## src/rtl/mv_frame_buf_pkg.sv

```systemverilog
// Shared widths, motion-vector field layout, read-state encoding and the
// |x|+|y| helper used by the optional frame-sum logic (MV_FRAME_SUM_EN).
package mv_frame_buf_pkg;

    localparam int MV_W     = 8;
    localparam int ADDR_W   = 6;
    localparam int BLOCKS   = 64;
    localparam int SUM_W    = 11;
    localparam int MV_FLD_W = 4;
    localparam int MV_X_LSB = 4;
    localparam int MV_Y_LSB = 0;

    typedef enum logic {
        IDLE  = 1'b0,
        DRAIN = 1'b1
    } rd_state_e;

    // |x|+|y| of a packed vector; -8 maps to 8, so the result needs one extra bit.
    function automatic logic [MV_FLD_W:0] mv_mag(input logic [MV_W-1:0] v);
        logic [MV_FLD_W-1:0] x;
        logic [MV_FLD_W-1:0] y;
        logic [MV_FLD_W-1:0] ax;
        logic [MV_FLD_W-1:0] ay;
        x  = v[MV_X_LSB +: MV_FLD_W];
        y  = v[MV_Y_LSB +: MV_FLD_W];
        ax = x[MV_FLD_W-1] ? (~x + 4'd1) : x;
        ay = y[MV_FLD_W-1] ? (~y + 4'd1) : y;
        return {1'b0, ax} + {1'b0, ay};
    endfunction

endpackage

```

## src/rtl/mv_frame_buf_bank.sv

```systemverilog
// One 64-entry vector bank with its written-bitmap; flags the write that
// completes the frame and clears the bitmap on that same edge.
module mv_bank
    import mv_frame_buf_pkg::*;
(
    input  logic              clk,
    input  logic              rst,
    input  logic              we_i,
    input  logic [ADDR_W-1:0] addr_i,
    input  logic [MV_W-1:0]   data_i,
    input  logic [ADDR_W-1:0] rd_addr_i,
    output logic [MV_W-1:0]   rd_data_o,
    output logic              complete_o
);

    logic [MV_W-1:0]   mem_q [BLOCKS];
    logic [BLOCKS-1:0] map_q;
    logic [BLOCKS-1:0] map_d;
    logic [BLOCKS-1:0] hit_s;

    // Bitmap next state and all-written detect for the current write.
    always_comb begin
        hit_s      = {{(BLOCKS-1){1'b0}}, 1'b1} << addr_i;
        complete_o = we_i && (&(map_q | hit_s));
        rd_data_o  = mem_q[rd_addr_i];
        if (!we_i) begin
            map_d = map_q;
        end else if (complete_o) begin
            map_d = {BLOCKS{1'b0}};
        end else begin
            map_d = map_q | hit_s;
        end
    end

    // Vector storage; contents are only meaningful under the bitmap, so no reset.
    always_ff @(posedge clk) begin
        if (we_i) begin
            mem_q[addr_i] <= data_i;
        end
    end

    // Written-bitmap register.
    always_ff @(posedge clk) begin
        if (rst) begin
            map_q <= {BLOCKS{1'b0}};
        end else begin
            map_q <= map_d;
        end
    end

endmodule

```

## src/rtl/mv_frame_buf.sv

```systemverilog
// Ping-pong motion-vector frame buffer: random-order fill, raster-order drain.
// Optional per-frame |x|+|y| total on out_sum when MV_FRAME_SUM_EN is defined.
module mv_frame_buf
    import mv_frame_buf_pkg::*;
(
    input  logic              clk,
    input  logic              rst,
    input  logic              mv_valid,
    input  logic [MV_W-1:0]   mv,
    input  logic [ADDR_W-1:0] mv_addr,
    output logic              out_valid,
    input  logic              out_ready,
    output logic [MV_W-1:0]   out_data,
    output logic [ADDR_W-1:0] out_addr,
    output logic              out_last,
    output logic [SUM_W-1:0]  out_sum,
    output logic              stall,
    output logic              overrun
);

    localparam logic [ADDR_W-1:0] LAST_ADDR = ADDR_W'(BLOCKS - 1);
    localparam logic [ADDR_W-1:0] ADDR_ONE  = {{(ADDR_W-1){1'b0}}, 1'b1};
    localparam logic [ADDR_W-1:0] ADDR_ZERO = {ADDR_W{1'b0}};

    rd_state_e         state_q;
    logic [ADDR_W-1:0] rd_cnt_q;
    logic              rd_sel_q;
    logic              wr_sel_q;
    logic [1:0]        full_q;
    logic [1:0]        full_d;
    logic              stall_q;
    logic              overrun_q;
    logic              out_valid_q;
    logic [MV_W-1:0]   out_data_q;
    logic [ADDR_W-1:0] out_addr_q;
    logic              out_last_q;

    logic              accept_s;
    logic [1:0]        we_s;
    logic [1:0]        complete_s;
    logic              wr_done_s;
    logic              beat_s;
    logic              last_beat_s;
    logic [ADDR_W-1:0] rd_addr_s;
    logic [MV_W-1:0]   rd_data_s [2];
    logic [MV_W-1:0]   rd_word_s;

    for (genvar b = 0; b < 2; b++) begin : g_bank
        mv_bank u_bank (
            .clk        (clk),
            .rst        (rst),
            .we_i       (we_s[b]),
            .addr_i     (mv_addr),
            .data_i     (mv),
            .rd_addr_i  (rd_addr_s),
            .rd_data_o  (rd_data_s[b]),
            .complete_o (complete_s[b])
        );
    end

    // Write gating uses the registered full flag, so a bank freed this cycle
    // still refuses this cycle's vector. The read address looks one beat ahead.
    always_comb begin
        accept_s    = mv_valid & ~full_q[wr_sel_q];
        we_s        = {accept_s & wr_sel_q, accept_s & ~wr_sel_q};
        wr_done_s   = complete_s[wr_sel_q];
        beat_s      = out_valid_q & out_ready;
        last_beat_s = beat_s & (rd_cnt_q == LAST_ADDR);
        rd_addr_s   = out_valid_q ? (rd_cnt_q + ADDR_ONE) : ADDR_ZERO;
        rd_word_s   = rd_sel_q ? rd_data_s[1] : rd_data_s[0];
        full_d[0]   = (full_q[0] | (wr_done_s & ~wr_sel_q)) & ~(last_beat_s & ~rd_sel_q);
        full_d[1]   = (full_q[1] | (wr_done_s &  wr_sel_q)) & ~(last_beat_s &  rd_sel_q);
    end

    // Ping-pong control, status flags and the IDLE/DRAIN read FSM with registered outputs.
    always_ff @(posedge clk) begin
        if (rst) begin
            state_q     <= IDLE;
            rd_cnt_q    <= ADDR_ZERO;
            rd_sel_q    <= 1'b0;
            wr_sel_q    <= 1'b0;
            full_q      <= 2'b00;
            stall_q     <= 1'b0;
            overrun_q   <= 1'b0;
            out_valid_q <= 1'b0;
            out_data_q  <= {MV_W{1'b0}};
            out_addr_q  <= ADDR_ZERO;
            out_last_q  <= 1'b0;
        end else begin
            full_q  <= full_d;
            stall_q <= full_d[0] & full_d[1];
            if (wr_done_s) begin
                wr_sel_q <= ~wr_sel_q;
            end
            if (mv_valid && full_q[wr_sel_q]) begin
                overrun_q <= 1'b1;
            end
            case (state_q)
                IDLE: begin
                    if (full_q[rd_sel_q]) begin
                        state_q     <= DRAIN;
                        rd_cnt_q    <= ADDR_ZERO;
                        out_valid_q <= 1'b1;
                        out_data_q  <= rd_word_s;
                        out_addr_q  <= ADDR_ZERO;
                        out_last_q  <= 1'b0;
                    end
                end
                DRAIN: begin
                    if (last_beat_s) begin
                        state_q     <= IDLE;
                        rd_sel_q    <= ~rd_sel_q;
                        rd_cnt_q    <= ADDR_ZERO;
                        out_valid_q <= 1'b0;
                        out_data_q  <= {MV_W{1'b0}};
                        out_addr_q  <= ADDR_ZERO;
                        out_last_q  <= 1'b0;
                    end else if (beat_s) begin
                        rd_cnt_q   <= rd_addr_s;
                        out_data_q <= rd_word_s;
                        out_addr_q <= rd_addr_s;
                        out_last_q <= (rd_addr_s == LAST_ADDR);
                    end
                end
                default: begin
                    state_q     <= IDLE;
                    out_valid_q <= 1'b0;
                end
            endcase
        end
    end

`ifdef MV_FRAME_SUM_EN
    logic [SUM_W-1:0] sum_q [2];
    logic [SUM_W-1:0] out_sum_q;

    // Per-bank totals; a bank's total is zeroed when it is freed, so it is
    // already clear by the time that bank starts filling again.
    always_ff @(posedge clk) begin
        if (rst) begin
            sum_q[0] <= {SUM_W{1'b0}};
            sum_q[1] <= {SUM_W{1'b0}};
        end else begin
            for (int i = 0; i < 2; i++) begin
                if (last_beat_s && (rd_sel_q == i[0])) begin
                    sum_q[i] <= {SUM_W{1'b0}};
                end else if (we_s[i]) begin
                    sum_q[i] <= sum_q[i] + SUM_W'(mv_mag(mv));
                end
            end
        end
    end

    // Present the drained bank's total only alongside the last beat.
    always_ff @(posedge clk) begin
        if (rst) begin
            out_sum_q <= {SUM_W{1'b0}};
        end else if (beat_s && (rd_addr_s == LAST_ADDR)) begin
            out_sum_q <= rd_sel_q ? sum_q[1] : sum_q[0];
        end else if (beat_s) begin
            out_sum_q <= {SUM_W{1'b0}};
        end
    end

    assign out_sum = out_sum_q;
`else
    assign out_sum = {SUM_W{1'b0}};
`endif

    assign out_valid = out_valid_q;
    assign out_data  = out_data_q;
    assign out_addr  = out_addr_q;
    assign out_last  = out_last_q;
    assign stall     = stall_q;
    assign overrun   = overrun_q;

endmodule

```

## config.mk

```make
export PLATFORM = sky130hd
export DESIGN_NAME = mv_frame_buf
export DESIGN_NICKNAME = d
export VERILOG_FILES = /design/src/rtl/mv_frame_buf_pkg.sv /design/src/rtl/mv_frame_buf_bank.sv /design/src/rtl/mv_frame_buf.sv
export SDC_FILE = /design/constraint.sdc
export NUM_CORES = 2
export LEC_CHECK = 0
export ABC_AREA = 1
export CAP_MARGIN = 10
export CORE_MARGIN = 4
export CORE_UTILIZATION = 50
export DETAILED_ROUTE_END_ITERATION = 12
export HOLD_SLACK_MARGIN = 0.06
export PLACE_DENSITY = 0.66
export SYNTH_ARGS = -nofsm -noshare
export SYNTH_HDL_FRONTEND = slang
export SYNTH_SLANG_ARGS = --single-unit
```

## constraint.sdc

```tcl
create_clock -name clk -period 3.8 [get_ports clk]
set_clock_uncertainty 0.05 [all_clocks]
set_input_delay 0.76 -clock clk [delete_from_list [all_inputs] [get_ports clk]]
set_output_delay 0.76 -clock clk [all_outputs]
set_load 0.02 [all_outputs]
```

==> flow_summary.rst <==
.. list-table::
   :header-rows: 1

   * - Metric
     - Value
   * - Global-route wire length before repair
     - 210900 microns
   * - Origin of the critical flop-to-flop path
     - out_addr[0]$_SDFFE_PP0P_
   * - Worst setup path startpoint
     - out_addr[0]$_SDFFE_PP0P_
   * - Global route total overflow
     - 0
   * - Total via count in the routed design
     - 35135
   * - Worst ir drop on vdd
     - 460.8 uV
   * - Pre-CTS setup slack
     - 0.1896 ns
   * - Placer congestion estimate
     - 0.9408
   * - Cell chosen for the clock root
     - clkbuf_16
   * - Leading cell types in the layout, fill and taps excluded
     - 1516 x nand2_1, 1024 x edfxtp_1, 790 x nand3_1
   * - Share of power burned in combinational logic
     - 1.7%
   * - Crit share post-route
     - just under 90%
   * - Port Buffer Count
     - 35
   * - Final Routed Wirelength
     - 141500 microns
   * - Final worst setup slack
     - 0.5110 ns
   * - Drt first-iter violations
     - 3484
   * - Register area share after synthesis
     - between 60% and 70%
   * - # nets final
     - roughly 5200
   * - Syn-to-layout area delta
     - 13.11%
   * - Total of warnings raised by yosys
     - 0
   * - Number of detailed-route iterations in the first pass
     - 10
   * - Fraction of the mapped netlist area in compound gates
     - about 1.5%
   * - Mux share of post-synthesis cell area
     - 0%
   * - Largest net degree at the start of global routing
     - around 130
   * - Core Box Area
     - just under 100000 sq um
   * - Count of nets left with antenna violations after detail routing
     - 0
   * - Post-Synthesis Cell Area
     - ~50000 sq um
   * - Total number of placement rows
     - 115
   * - Number of post-CTS setup repair buffers
     - 0
   * - Arrival time at the worst endpoint
     - between 3 and 4 ns
   * - Worst hold path type
     - flop to flop
   * - Clk sink count
     - 1175
   * - Average vias per placed instance
     - between 5 and 6
   * - Worst reg2reg setup slack
     - between 0.5 and 0.6 ns
   * - Commonest non-fill, non-tap cell in the layout
     - nand2_1
   * - Capture point of the critical path
     - out_data[1]$_SDFFE_PP0P_
   * - Reg-to-Reg End
     - out_data[1]$_SDFFE_PP0P_
   * - Max cap viols
     - 0
   * - Largest fanout on the critical path
     - 32
   * - Slew @ Worst Pin
     - 1.100 ns
   * - Drt drc
     - 0
   * - Final Max Tran Viols
     - 0
   * - Area of the die
     - 105500 sq um
   * - Setup repair after global routing missed its margin
     - false
   * - Initial core utilization
     - around 51%
   * - Clock tree from TritonCTS
     - built
   * - Setup TNS
     - 0 ns
   * - Power density cells
     - 452.2 nW/um^2
   * - Crit start category
     - flop
   * - Power spent charging and discharging nets
     - between 5000 and 6000 uW
   * - Proportion of power drawn by flip-flops and latches
     - 54.8%
   * - Via count of the first global-routing pass
     - 32672
   * - Switch share
     - 20.26%
   * - Top-Level Pins
     - 47
   * - Proportion of layout cells with a drive suffix above 1
     - under 10%
   * - Worst reg2reg path depth
     - 14
   * - Number of library cell types mapped by synthesis
     - 39
   * - Width of the die
     - 324.8 microns
   * - WL/cell
     - ~21 microns
   * - Area share of the largest cell type after synthesis
     - approximately three fifths
   * - Clk Latency, worst-skew pair
     - between 0.7 and 0.8 ns
   * - Number of filler cells placed in the layout
     - 8395
   * - Cts bufs inserted
     - 118
   * - Prevailing post-synth register cell
     - edfxtp_1
   * - Cell types with the largest area share after synthesis
     - edfxtp_1 61%, nand2_1 11%, nand3_1 7.9%
   * - Fraction of the mapped netlist area in simple logic gates
     - 23.30%
   * - Post-CTS sizing
     - 0
   * - Internal Pwr Total
     - between 20000 and 25000 uW
   * - Worst path required time
     - approximately 4.4 ns
   * - Min Tclk post-route
     - between 3 and 4 ns
   * - Reg clk slew, reported paths
     - 0.06 ns
   * - Per-instance average area after synthesis
     - 9.863 sq um
   * - Xor and xnor area share after synthesis
     - 0%
   * - Maximum clock frequency
     - 304.0 MHz
   * - Vertical die dimension
     - 324.8 microns
   * - Static power due to leakage
     - around 0.023 uW
   * - Post-synth top area cell
     - edfxtp_1
   * - Max-slew headroom at the worst pin
     - 26.41%
   * - Post-synthesis cell count
     - 5088
   * - Final hold slack
     - 0.4350 ns
   * - FFs w/ async S/R, synth
     - 0%
   * - Post-detailed-placement half-perimeter wirelength
     - approximately 91000 microns
   * - Maximum clock insertion buffer count
     - 3
   * - Outcome
     - finished, final reports clean
   * - Clock network power share
     - 43.5%
   * - Cell depth of the worst min-delay path
     - 2
   * - Dominant combinational cell family by area after synthesis
     - simple AND/OR/NAND/NOR gates
   * - CP Class
     - flop to flop
   * - Overall Global Routing Usage
     - a little over a quarter
   * - Antenna violations before repair
     - 3
   * - Count of hold-fix buffers inserted at cts
     - 0
   * - Synthesis-stage register bit count
     - 1175
   * - Final setup violation count
     - 0
   * - Element type at the critical path end
     - flop
   * - Adder and majority cell fraction of the synthesized area
     - 0.02493%
   * - EDFF count, synth
     - 1024
   * - Number of hold-slack violations in the final timing report
     - 0
   * - H-Tree Depth
     - 3
synthesized netlist by cell type, types with 2 or more instances:
cell	n
nand2_1	1518
nor2_2	31
clkbuf_1	110
inv_1	698
a22oi_1	4
edfxtp_1	1024
nor3_1	6
o22a_1	3
o22ai_1	20
o21ai_0	57
dfxtp_1	151
nand2_2	2
buf_6	9
buf_4	11
o2111ai_1	4
o21ai_1	12
buf_8	3
inv_2	14
o21a_1	2
o211ai_1	10
nand3_1	792
nor2_1	436
nand3_2	8
a21oi_1	19
buf_2	100
buf_1	27
nand4_1	5
kinds of logic (layout without fill, tap and decap cells):
family | Yosys count | in the layout
DFF | 1175 | 1175
buffers and inverters | 974 | 1186
other | 1 | 16
adders and majority gates | 1 | 1
and+or+nand+nor | 2803 | 2803
AOI/OAI and AO/OA | 134 | 134
power groups by stage:
| stage | clock network (uW) | logic, uW | registers [uW] |
|---|---|---|---|
| 2_1_floorplan | 0 | 139 | 14300 |
| 3_3_place_gp | 0 | 428 | 14300 |
| 3_5_place_dp | 0 | 432 | 14300 |
| 4_1_cts | 11300 | 434 | 14100 |
| 5_1_grt | 11900 | 464 | 14100 |
| 6_report | 11200 | 431 | 14100 |
how the worst min path moves through the flow:
stage,startpoint,end,slack (ns)
floorplan,g_bank[0].u_bank.map_q[61]$_SDFFE_PP0P_,g_bank[0].u_bank.map_q[61]$_SDFFE_PP0P_,0.40
global placement,g_bank[1].u_bank.map_q[44]$_SDFFE_PP0P_,g_bank[1].u_bank.map_q[44]$_SDFFE_PP0P_,0.42
detailed placement,g_bank[1].u_bank.map_q[44]$_SDFFE_PP0P_,g_bank[1].u_bank.map_q[44]$_SDFFE_PP0P_,0.42
CTS,mv[5],g_bank[0].u_bank.mem_q[36][5]$_DFFE_PP_,0.41
global route,mv[5],g_bank[1].u_bank.mem_q[41][5]$_DFFE_PP_,0.43
finish,g_bank[1].u_bank.map_q[44]$_SDFFE_PP0P_,g_bank[1].u_bank.map_q[44]$_SDFFE_PP0P_,0.43
metal layers:
metal / global-route usage (%) / up-vias / routed length, microns
met5: 0 / - / 0
met2: 41.82 / 1346 / 64980
met3: 3.683 / 231 / 10570
met1: 37.85 / 16792 / 61020
li1: - / 16766 / -
met4: 8.769 / 0 / 4887
final cells by class:
| type | count | area, sq um | area share, % |
|---|---|---|---|
| sequential | 1175 | 33770 | 59.50 |
| multi-input combinational | 2949 | 12560 | 22.13 |
| clock buffer | 155 | 3258 | 5.740 |
| inverter | 714 | 2691 | 4.742 |
| timing repair buffer | 255 | 2407 | 4.241 |
| tap | 1287 | 1610 | 2.837 |
| clock inverter | 62 | 445.4 | 0.7847 |
| antenna | 5 | 12.51 | 0.02204 |
critical path, cell delays in order, from the launching register on:
cell     delay (ns)
dfxtp_1        0.64
inv_2          0.28
nand2_4        0.32
buf_12         0.24
buf_4          0.36
nand2_1        0.08
o21ai_0        0.09
nand2_1        0.08
nand3_1        0.11
nand3_1        0.15
nand3_1        0.19
nand3_1        0.19
nand3_1        0.13
nand3_1        0.08
a21oi_1        0.17
stage by stage:
| step | cell area (sq um) | power (uW) | utilization, % | std cells |
|---|---|---|---|---|
| floorplan | 50220 | 14480 | - | 5098 |
| global placement | 53040 | 14760 | 53.58 | 6380 |
| detailed placement | 53040 | 14770 | 53.58 | 6380 |
| CTS | 56750 | 25810 | 57.32 | 6597 |
| global route | 56750 | 26380 | 57.32 | 6597 |
| finish | 56760 | 25670 | 57.34 | 6602 |
state kept, by name (all words and copies together) (netlist names):
| name | flops |
|---|---|
| overrun | 1 |
| rd_sel_q | 1 |
| out_valid | 1 |
| g_bank.u_bank.map_q | 128 |
| wr_sel_q | 1 |
| out_data | 8 |
| out_last | 1 |
| out_addr | 6 |
| stall | 1 |
| g_bank.u_bank.mem_q | 1024 |
| full_q | 2 |
| state_q | 1 |
Note: power is estimated with default switching activity, not from simulation.
